--- config.mk ---
export PLATFORM = sky130hd
export DESIGN_NAME = prod_accum
export DESIGN_NICKNAME = d
export VERILOG_FILES = /design/src/rtl/prod_accum.sv
export SDC_FILE = /design/constraint.sdc
export NUM_CORES = 1
export LEC_CHECK = 0
export ABC_CLOCK_PERIOD_IN_PS = 4220
export BUFFER_PORTS_ARGS = -buffer_cell sky130_fd_sc_hd__buf_2
export CORE_MARGIN = 1
export CORE_UTILIZATION = 58
export CTS_CLUSTER_DIAMETER = 80
export DETAILED_ROUTE_END_ITERATION = 8
export GPL_TIMING_DRIVEN = 0
export PLACE_DENSITY = 0.86
export SYNTH_ARGS = -nofsm -noshare
export SYNTH_HDL_FRONTEND = slang
export SYNTH_SLANG_ARGS = --single-unit
--- constraint.sdc ---
create_clock -name clk -period 4.22 [get_ports clk]
set_input_delay 0.422 -clock clk [delete_from_list [all_inputs] [get_ports clk]]
set_output_delay 0.422 -clock clk [all_outputs]
set_load 0.02 [all_outputs]
--- src/rtl/prod_accum.sv ---
// prod_accum: frame accumulator behind the 32-bit multiplier.
// Sums LEN unsigned products per frame into an ACC_W-bit total. The total is
// presented on a valid/ready output together with a sticky per-frame
// overflow flag.
// Optional build macro PROD_ACCUM_SAT_EN: clamp the sum at 2^ACC_W-1 on
// overflow instead of wrapping.
module prod_accum #(
    parameter int W     = 32,
    parameter int ACC_W = 40,
    parameter int LEN   = 8
) (
    input  logic             clk,
    input  logic             rst,
    input  logic             clr,
    input  logic             in_valid,
    output logic             in_ready,
    input  logic [W-1:0]     in_data,
    output logic             out_valid,
    input  logic             out_ready,
    output logic [ACC_W-1:0] out_data,
    output logic             out_ovf
);

    localparam int CNT_W = $clog2(LEN + 1);

    typedef enum logic {ACCUM = 1'b0, HOLD = 1'b1} state_t;

    state_t             state_q, state_d;
    logic [ACC_W-1:0]   acc_q, acc_d;
    logic [CNT_W-1:0]   cnt_q, cnt_d;
    logic               ovf_q, ovf_d;
    logic [ACC_W-1:0]   out_data_q, out_data_d;
    logic               out_ovf_q, out_ovf_d;

    logic               accept;
    logic               last;
    logic [ACC_W:0]     sum;
    logic               carry;
    logic [ACC_W-1:0]   acc_nx;
    logic               ovf_nx;

    assign accept = in_valid & in_ready;
    assign last   = (cnt_q == CNT_W'(LEN - 1));
    assign sum    = {1'b0, acc_q} + {{(ACC_W + 1 - W){1'b0}}, in_data};
    assign carry  = sum[ACC_W];
    assign ovf_nx = ovf_q | carry;

`ifdef PROD_ACCUM_SAT_EN
    // Once clamped, acc sits at all-ones, so any later nonzero add carries
    // again and keeps it clamped.
    assign acc_nx = carry ? {ACC_W{1'b1}} : sum[ACC_W-1:0];
`else
    assign acc_nx = sum[ACC_W-1:0];
`endif

    // State register
    always_ff @(posedge clk or posedge rst) begin
        if (rst) state_q <= ACCUM;
        else     state_q <= state_d;
    end

    // Next-state logic; clr overrides everything
    always_comb begin
        state_d = state_q;
        if (clr) begin
            state_d = ACCUM;
        end else begin
            case (state_q)
                ACCUM:   if (accept && last) state_d = HOLD;
                HOLD:    if (out_ready)      state_d = ACCUM;
                default: state_d = ACCUM;
            endcase
        end
    end

    // Handshake outputs depend on state only
    always_comb begin
        in_ready  = (state_q == ACCUM);
        out_valid = (state_q == HOLD);
    end

    // Datapath next values: partial sum, count, sticky overflow, result
    always_comb begin
        acc_d      = acc_q;
        cnt_d      = cnt_q;
        ovf_d      = ovf_q;
        out_data_d = out_data_q;
        out_ovf_d  = out_ovf_q;
        if (clr) begin
            acc_d = '0;
            cnt_d = '0;
            ovf_d = 1'b0;
        end else if (accept) begin
            if (last) begin
                out_data_d = acc_nx;
                out_ovf_d  = ovf_nx;
                acc_d      = '0;
                cnt_d      = '0;
                ovf_d      = 1'b0;
            end else begin
                acc_d = acc_nx;
                cnt_d = cnt_q + 1'b1;
                ovf_d = ovf_nx;
            end
        end
    end

    // Datapath registers
    always_ff @(posedge clk or posedge rst) begin
        if (rst) begin
            acc_q      <= '0;
            cnt_q      <= '0;
            ovf_q      <= 1'b0;
            out_data_q <= '0;
            out_ovf_q  <= 1'b0;
        end else begin
            acc_q      <= acc_d;
            cnt_q      <= cnt_d;
            ovf_q      <= ovf_d;
            out_data_q <= out_data_d;
            out_ovf_q  <= out_ovf_d;
        end
    end

    assign out_data = out_data_q;
    assign out_ovf  = out_ovf_q;

endmodule

==> summary.md <==
| Metric | Value |
|---|---|
| Cells after synthesis | `593` |
| Total gr overflow | `0` |
| Via Count | `4818` |
| Vias in the first global route | `4999` |
| Routed WL | `14.0 mm` |
| MaxCap Viol Count | `0` |
| Row count | `34` |
| Seq cells post-synth | `87` |
| Kind of critical path | `flip-flop to flip-flop` |
| Hold Path Class | `input port to asynchronous set/reset pin` |
| Arr. time, crit path | `3.14 ns` |
| Max rail drop VDD | `176 uV` |
| I/O pin total | `80` |
| Routed Antenna Nets | `0` |
| Final setup fails | `0` |
| Worst-path cell chain | `ha_1 > and2_4 > nand3_4 > a2111o_1 > a311oi_2 > o2111ai_2 > a21oi_2 > nand2b_1 > a31oi_1` |
| Die Ht | `98 um` |
| Vias per inst | `6.05` |
| Clk buf depth | `2` |
| Post-DP HPWL | `10.6 mm` |
| Core Box Area | `0.00881 mm^2` |
| Clock latency on the worst-skew pair | `0.37 ns` |
| Average size of a mapped cell | `9.01 um^2` |
| Syn_nets | `664` |
| Final period utilization | `69.2%` |
| Biggest cell delay along the critical path | `0.48 ns` |
| First-pass GRT wire length | `23.7 mm` |
| Post-synth top flop | `dfrtp_1` |
| Number of DRC markers in iteration 0 | `355` |
| Synth async-reset ratio | `100%` |
| Post-synth top area cell | `dfrtp_1` |
| Nets | `754` |
| Slew @ Worst Pin | `0.679 ns` |
| CTS sink cnt | `87` |
| Initial antenna violation count | `0` |
| # resized after CTS | `0` |
| Top post-synthesis cells by area | `dfrtp_1 41%, ha_1 7.7%, nand2_1 7.0%` |
| Syn. warnings | `0` |
| Starting Density | `60.7%` |
| Hold_buf cts | `0` |
| Layout Skew | `0.0127 ns` |
| Slowest cell on the critical path | `a2111o_1` |
| Post-layout min period | `2.92 ns` |
| Layout area overhead | `14.0%` |
| # fillers | `730` |
| Largest net degree at the start of global routing | `53` |
| Crit start category | `flip-flop` |
| Distinct cells, synth | `58` |
| Status | `finished with violations` |
| GPL Wtd Cong | `0.958` |
| Buf/Inv on CP | `0` |
| Proportion of layout cells with a drive suffix above 1 | `17.6%` |
| Hold Violations, Final | `0` |
| Pins Over Slew Limit | `0` |
| Failing checks | `design-rule violations` |
| Seq/Total Area, Yosys | `40.7%` |
| Setup Buffers After CTS | `0` |
| Max FO, Critical Path | `4` |
| Total Power | `0.00230 W` |
| Antenna diodes | `0` |
| Post-synth EDFFs | `0` |
| Mapped Area | `0.00535 mm^2` |
| H-tree levels | `3` |
| Total GRT Usage | `31.0%` |
| Most common cell in the synthesized netlist | `nand2_1` |
| Critical path's top delay family | `compound AO/OA/AOI/OAI gates` |
| Post-synth top area share | `40.7%` |
| DRC viols | `2` |
| Clk pin slew, worst setup/hold paths | `0.10 ns` |
| DIE AREA | `0.00960 mm^2` |
| Slew headroom | `54.6%` |
| TritonCTS clock tree | `done` |
| Power Density | `377 mW/mm^2` |
| IO Port Bufs | `78` |
| Fmax | `0.342 GHz` |
| Die X | `98 um` |
| CP endpoint kind | `flip-flop` |
| Wire per inst | `17.6 um` |
| Worst Path Required | `4.44 ns` |
| Setup TNS | `0 ns` |
| Post-synth top cells | `99 x nand2_1, 87 x dfrtp_1, 63 x o21ai_0, 42 x a21oi_1, 33 x ha_1` |
| Leak | `2.98 nW` |
| Clock Tree Root | `clkbuf_8` |
| TritonRoute pass-1 iters | `6` |
| Num CTS Buffers | `9` |
| RSZ-0062 raised after global routing | `false` |
flip-flops by register name, summed over array words and instances (netlist names):
signal     flops
out_ovf        1
cnt_q          4
acc_q         40
out_valid      1
ovf_q          1
out_data      40
cell families (layout without fill, tap and decap cells):
family,Yosys count,in the layout,share of synthesized area (%)
AOI/OAI and AO/OA,199,199,24.3
xor gates and xnor gates,37,37,6.06
adders and majority gates,34,34,8.10
buffers and inverters,45,140,3.39
DFF,87,87,40.7
muxes,7,7,1.45
and+or+nand+nor,184,184,16.0
path summary, 6_finish.rpt:
| kind | startpoint | end | slack (ns) | cells after the start |
|---|---|---|---|---|
| setup / recovery | acc_q[4] | acc_q[35] | 1.30 | 9 |
| hold / removal | rst | out_data[5] | 0.07 | 2 |
| setup reg to reg | acc_q[4] | acc_q[35] | 1.30 | 9 |
| hold reg to reg | out_data[8] | out_data[8] | 0.48 | 2 |
| max in group asynchronous | rst | cnt_q[2] | 3.52 | 3 |
| min in group clk | out_ready | out_valid | 0.23 | 2 |
stage by stage:
step / worst slack [ns] / instance area, um^2 / cells / hold slack, ns / utilization (%)
after floorplan: 1.54 / 5350 / 593 / 0.454 / -
after global placement: 0.630 / 5870 / 779 / 0.448 / 66.7
after detailed placement: 1.23 / 5900 / 780 / 0.459 / 67.0
after CTS: 1.34 / 6090 / 796 / 0.0805 / 69.2
after global routing: 1.12 / 6090 / 796 / 0.107 / 69.2
final: 1.30 / 6090 / 796 / 0.0653 / 69.2
cell usage in the layout, fill, tap and decap left out, types with 4 or more instances in the layout:
cell,Yosys,final
buf_2,4,82
o31ai_1,4,4
xor2_1,14,14
o211ai_1,5,5
dfrtp_1,87,87
o21a_1,5,5
xnor2_1,23,23
mux2_2,6,6
a21oi_1,42,42
nand4_1,8,8
clkbuf_1,27,29
nor2b_1,6,6
nand2b_1,8,8
nor2_1,21,21
a21o_1,17,17
nand3_1,14,14
a22o_1,13,13
and2_1,4,4
o21bai_1,4,4
ha_1,33,33
a31oi_1,9,9
nand2_1,99,99
inv_1,12,11
and3_1,10,10
o21ai_1,7,7
clkbuf_8,0,9
o21ai_0,63,63
power by group:
part / internal [W] / total, W / switching, W
Combinational: 0.000294 / 0.000769 / 0.000475
Sequential: 0.000890 / 0.000930 / 0.0000404
Clock: 0.000275 / 0.000596 / 0.000321
Total: 0.00146 / 0.00230 / 0.000836
routing by layer:
metal | wire length (um) | global-route usage [%]
met5 | 0 | 0
met4 | 469 | 13.3
met3 | 789 | 4.22
met2 | 6800 | 52.5
met1 | 5970 | 39.9
layout make-up:
cell class	count	area (um^2)	area share [%]
clock inverters	5	58.8	0.965
plain buffers	33	136	2.24
multi-input cells	461	2990	49.0
flip-flops and latches	87	2180	35.7
well taps	108	135	2.22
inverters	12	47.5	0.781
repair buffers	79	418	6.86
clock buffers	11	131	2.16
(Power assumes the default switching activity.)
